### config.mk
export PLATFORM = sky130hd
export DESIGN_NAME = ez_bist_tester
export DESIGN_NICKNAME = d
export VERILOG_FILES = /design/src/rtl/ez_bist_pkg.sv /design/src/rtl/ez_misr.sv /design/src/rtl/ez_bist_tester.sv
export SDC_FILE = /design/constraint.sdc
export NUM_CORES = 1
export LEC_CHECK = 0
export CORE_AREA = 2 2 65 67
export CTS_CLUSTER_DIAMETER = 100
export DETAILED_ROUTE_END_ITERATION = 10
export DIE_AREA = 0 0 67 69
export GPL_TIMING_DRIVEN = 0
export MAX_ROUTING_LAYER = met4
export PLACE_DENSITY = 0.72
export SLEW_MARGIN = 10
export SYNTH_ARGS = -nofsm -noshare
export SYNTH_HDL_FRONTEND = slang
export SYNTH_SLANG_ARGS = --single-unit
### constraint.sdc
create_clock -name clk -period 3 [get_ports clk]
set_input_delay 0.6 -clock clk [delete_from_list [all_inputs] [get_ports clk]]
set_output_delay 0.6 -clock clk [all_outputs]
set_load 0.01 [all_outputs]
### src/rtl/ez_bist_pkg.sv
// Shared types and constants for the Ez BIST tester: FSM states, datapath widths,
// MISR polynomial and LFSR taps.
package ez_bist_pkg;

  typedef enum logic [1:0] {
    IDLE,
    RUN,
    DRAIN,
    DONE
  } state_t;

  localparam int unsigned LFSR_W = 6;
  localparam int unsigned RSP_W  = 3;
  localparam int unsigned SIG_W  = 16;

  localparam logic [SIG_W-1:0] MISR_POLY = 16'h1021;

  // x^6 + x^5 + 1, Fibonacci form
  localparam int unsigned LFSR_TAP_A = 5;
  localparam int unsigned LFSR_TAP_B = 4;

  function automatic logic [LFSR_W-1:0] lfsr_next(input logic [LFSR_W-1:0] q);
    return {q[LFSR_W-2:0], q[LFSR_TAP_A] ^ q[LFSR_TAP_B]};
  endfunction

endpackage

### src/rtl/ez_misr.sv
// Multiple-input signature register compacting the Ez block responses.
// Clear takes priority over enable.
module ez_misr
  import ez_bist_pkg::*;
#(
  parameter logic [SIG_W-1:0] POLY = MISR_POLY
) (
  input  logic             clk,
  input  logic             rst,
  input  logic             clr,
  input  logic             en,
  input  logic [RSP_W-1:0] din,
  output logic [SIG_W-1:0] sig
);

  always_ff @(posedge clk) begin
    if (rst || clr) begin
      sig <= '0;
    end else if (en) begin
      sig <= {sig[SIG_W-2:0], 1'b0}
           ^ (sig[SIG_W-1] ? POLY : '0)
           ^ {{(SIG_W-RSP_W){1'b0}}, din};
    end
  end

endmodule

### src/rtl/ez_bist_tester.sv
// BIST driver/checker for the Ez logic block: LFSR stimulus, latency-aligned MISR
// capture, golden compare. Optional external seed port under EZ_BIST_EXT_SEED_EN.
module ez_bist_tester
  import ez_bist_pkg::*;
#(
  parameter int unsigned       NUM_PAT    = 63,
  parameter logic [LFSR_W-1:0] LFSR_SEED  = 6'h01,
  parameter int unsigned       RESP_LAT   = 0,
  parameter logic [SIG_W-1:0]  GOLDEN_SIG = 16'h0000
) (
  input  logic              clk,
  input  logic              rst,
  input  logic              start,
`ifdef EZ_BIST_EXT_SEED_EN
  input  logic [LFSR_W-1:0] seed_i,
`endif
  output logic [LFSR_W-1:0] pat_o,
  output logic              pat_vld_o,
  input  logic [RSP_W-1:0]  resp_i,
  output logic              busy_o,
  output logic              done_o,
  output logic              pass_o,
  output logic [SIG_W-1:0]  sig_o
);

  localparam logic [LFSR_W-1:0] LAST_PAT   = LFSR_W'(NUM_PAT);
  localparam logic [1:0]        DRAIN_LAST = (RESP_LAT == 0) ? 2'd0 : 2'(RESP_LAT - 1);

  state_t            state;
  logic [LFSR_W-1:0] lfsr;
  logic [LFSR_W-1:0] pat_cnt;
  logic [1:0]        drn_cnt;
  logic [LFSR_W-1:0] start_seed;
  logic [LFSR_W-1:0] reload_seed;
  logic              accept;
  logic              cap;

  assign accept = start && (state == IDLE || state == DONE);

`ifdef EZ_BIST_EXT_SEED_EN
  logic [LFSR_W-1:0] seed_q;

  // An all-zero seed would lock the LFSR, so it is replaced by 1.
  assign start_seed  = (seed_i == '0) ? LFSR_W'(1) : seed_i;
  assign reload_seed = seed_q;

  always_ff @(posedge clk) begin
    if (rst) begin
      seed_q <= LFSR_SEED;
    end else if (accept) begin
      seed_q <= start_seed;
    end
  end
`else
  assign start_seed  = LFSR_SEED;
  assign reload_seed = LFSR_SEED;
`endif

  // Capture strobe is pat_vld_o delayed by the response latency of the block.
  generate
    if (RESP_LAT == 0) begin : g_nodly
      assign cap = pat_vld_o;
    end else begin : g_dly
      logic [RESP_LAT-1:0] vld_dly;

      always_ff @(posedge clk) begin
        if (rst) begin
          vld_dly <= '0;
        end else begin
          vld_dly[0] <= pat_vld_o;
          for (int unsigned i = 1; i < RESP_LAT; i++) begin
            vld_dly[i] <= vld_dly[i-1];
          end
        end
      end

      assign cap = vld_dly[RESP_LAT-1];
    end
  endgenerate

  always_ff @(posedge clk) begin
    if (rst) begin
      state     <= IDLE;
      lfsr      <= LFSR_SEED;
      pat_o     <= '0;
      pat_vld_o <= 1'b0;
      busy_o    <= 1'b0;
      done_o    <= 1'b0;
      pat_cnt   <= '0;
      drn_cnt   <= '0;
    end else begin
      case (state)
        IDLE, DONE: begin
          if (start) begin
            state     <= RUN;
            pat_o     <= start_seed;
            lfsr      <= lfsr_next(start_seed);
            pat_vld_o <= 1'b1;
            busy_o    <= 1'b1;
            done_o    <= 1'b0;
            pat_cnt   <= LFSR_W'(1);
          end
        end
        RUN: begin
          if (pat_cnt == LAST_PAT) begin
            pat_vld_o <= 1'b0;
            if (RESP_LAT == 0) begin
              state  <= DONE;
              busy_o <= 1'b0;
              done_o <= 1'b1;
              lfsr   <= reload_seed;
            end else begin
              state   <= DRAIN;
              drn_cnt <= '0;
            end
          end else begin
            pat_o   <= lfsr;
            lfsr    <= lfsr_next(lfsr);
            pat_cnt <= pat_cnt + 1'b1;
          end
        end
        DRAIN: begin
          if (drn_cnt == DRAIN_LAST) begin
            state  <= DONE;
            busy_o <= 1'b0;
            done_o <= 1'b1;
            lfsr   <= reload_seed;
          end else begin
            drn_cnt <= drn_cnt + 2'd1;
          end
        end
        default: state <= IDLE;
      endcase
    end
  end

  ez_misr #(
    .POLY(MISR_POLY)
  ) u_misr (
    .clk (clk),
    .rst (rst),
    .clr (accept),
    .en  (cap),
    .din (resp_i),
    .sig (sig_o)
  );

  // The last capture lands on the same edge that raises done_o, so the compare
  // is taken from the live signature rather than registered a cycle later.
  assign pass_o = done_o && (sig_o == GOLDEN_SIG);

endmodule
==> out/metrics.yaml <==
hold_viol_final: 0
ys_async_sr_fraction_pct: 0
cts_resized: 0
period_share_pct: 87.6
drv_slew: 0
grt_max_degree: 13
tns_ns: 0
powerDensity_mw_per_mm2: 690
worst_r2r_endpoint: "busy_o$_SDFFE_PP0P_"
grt_pass1_vias: 1263
yosysWarnings: 0
numCtsBuffers: 5
r2r-start: "state[1]$_SDFFE_PP0P_"
clock_sinks: 40
initial_core_util_pct: 43.5
wl_per_cell_um: 12.4
p_leak_nw: 0.781
root_buffer: "clkbuf_8"
cts_max_path_buffers: 2
drt_iter0_drc: 49
hp-start: "busy_o$_SDFFE_PP0P_"
worst_setup_path_end_kind: "output port"
ff2ff_setup_slack_ns: 1.06
grt_pass1_wl_um: 5520
gp_congestion: 0.787
fmax_ghz: 0.381
clk_pin_slew_ns: 0.07
ir_drop_uv: 371
grt_use_total_pct: 15.9
tightestPinTransition_ns: 0.611
rsz0062_at_grt: "no"
syn_nets: 193
die_y_um: 69
synth_flop_cell: "dfxtp_1"
r2r_cells: 7
clock_latency_ns: 0.29
wl_um: 3370
hold_end: "busy_o$_SDFFE_PP0P_"
nFillCells: 381
cp.required_ns: 2.40
ys_seq_area_share_pct: 47.0
register_area_um2: 801
layout.nets: 231
gr-total-overflow: 0
drive_above_1_share_pct: 7.66
core-area_mm2: 0.00391
ant_nets: 0
cts_tree: "built"
finalSetupViolations: 0
htreeDepth: 2
min_period_ns: 2.63
synth_area_mm2: 0.00170
outcome: "complete, no violations"
antenna_found_initial: 0
synth.avg_cell_area_um2: 9.31
min_path_type: "reg2reg"
dp_hpwl_um: 2430
num_antenna_cells: 0
die_x_um: 67
syn_inst: 183
placement.io_buffers: 31
ios: 32
critPathMaxFanout: 5
multi_input_comb_area_um2: 836
drc: 0
rows: 23
ctsHoldBuffers: 0
ys_ff_latch: 40
via_per_inst: 5.22
worstSetupStartpointType: "register"
drv_cap: 0
slew_headroom_pct: 59.3
cp.arrival_ns: 2.03
vias: 1420
holdPathStages: 2
final_cell_mix: "dfxtp_1 (40), nor2_1 (39), clkdlybuf4s50_1 (31), mux2i_1 (13)"
first_pass_iters: 4
post_cts_buffers: 0
fp.dieArea_mm2: 0.00462
mostFrequentLayoutCell: "dfxtp_1"
syn2layout_area_growth_pct: 29.3
final_util_pct: 56.3
crit_type: "reg2out"
netlist-cell-type-count: 41
finClkSkew_ns: 0.00315
synth-edff-count: 0
==> critical path, cell delays in order (launching register included) <==
cell and delay [ns]:
dfxtp_1 0.32, clkbuf_1 0.18, nor4_1 0.31, nand4_1 0.15, nor4_1 0.19, clkdlybuf4s50_1 0.58
==> state kept, by name, indices dropped and copies added, names as in the netlist <==
| name | count |
|---|---|
| busy_o | 1 |
| drn_cnt | 2 |
| lfsr | 6 |
| pat_cnt | 6 |
| pat_o | 6 |
| pat_vld_o | 1 |
| state | 2 |
| u_misr.sig | 16 |
==> layout make-up <==
class | instances | share of cell area, %
buffer | 10 | 1.99
clock buffer | 7 | 4.38
clock inverter | 1 | 1.36
inverter | 6 | 1.02
multi-input combinational | 127 | 38.0
sequential | 40 | 36.4
tap | 50 | 2.84
timing repair buffer | 31 | 14.1
==> synth_stat cells (2+ instances only) <==
cell type  count  area share (%)
a22oi_1        6             2.6
buf_1          2            0.44
nand2_1        5             1.1
mux2i_1       13             7.6
or4_1          2            0.88
clkbuf_1       5             1.1
ha_1           4             2.9
xnor2_1        6             3.1
buf_2          2            0.59
xor2_1         3             1.5
o31ai_1        3             1.3
a21oi_1        7             2.1
nand2b_1       3             1.1
inv_1          6             1.3
a32oi_1        4             2.1
nor2_1        39             8.6
nand3_1        2            0.59
dfxtp_1       40              47
nor4_1         4             1.5
a211oi_1       6             2.6
==> worst max-delay path by stage <==
stage	end	from	slack (ns)	depth (start not counted)
after floorplan	pass_o	u_misr.sig[15]$_SDFFE_PP0P_	1.18	4
after global placement	pass_o	u_misr.sig[15]$_SDFFE_PP0P_	0.70	5
after detailed placement	pass_o	u_misr.sig[15]$_SDFFE_PP0P_	0.69	5
after CTS	pass_o	u_misr.sig[15]$_SDFFE_PP0P_	0.36	5
after global routing	pass_o	u_misr.sig[15]$_SDFFE_PP0P_	0.29	5
final	pass_o	u_misr.sig[15]$_SDFFE_PP0P_	0.37	5
==> layer usage <==
layer / global-route usage [%] / vias up / routed length [um] / share of wire [%]
li1: - / 724 / - / -
met1: 20.0 / 662 / 1690 / 50
met2: 23.9 / 28 / 1480 / 44
met3: 5.06 / 6 / 152 / 4.5
met4: 5.44 / 0 / 46 / 1.4
met5: - / - / 0 / 0
==> stage by stage <==
step / hold WS (ns) / std cells / area [um^2] / setup slack, ns / power (mW)
floorplan: 0.445 / 183 / 1700 / 1.18 / 0.915
global placement: 0.465 / 264 / 2080 / 0.698 / 1.06
detailed placement: 0.463 / 264 / 2080 / 0.687 / 1.06
CTS: 0.476 / 272 / 2200 / 0.359 / 1.53
global route: 0.498 / 272 / 2200 / 0.286 / 1.60
finish: 0.469 / 272 / 2200 / 0.373 / 1.52
==> cells by family (layout without fill, tap and decap cells) <==
kind of cell,Yosys count,count (layout),share of synthesized area [%]
simple gates,65,65,18.1
compound gates,35,35,14.9
fa+ha+maj,4,4,2.94
xor+xnor,9,9,4.63
mux,14,14,8.52
flops,40,40,47.0
buf+inv,16,55,3.89
==> where the power goes <==
| group | total (mW) | leakage, nW | internal (mW) | switching (mW) |
|---|---|---|---|---|
| registers | 0.623 | 0.325 | 0.580 | 0.0428 |
| logic | 0.425 | 0.392 | 0.196 | 0.229 |
| clock network | 0.471 | 0.0645 | 0.293 | 0.178 |
| total | 1.52 | 0.781 | 1.07 | 0.450 |
No activity file was read; power rests on OpenSTA's default activity.
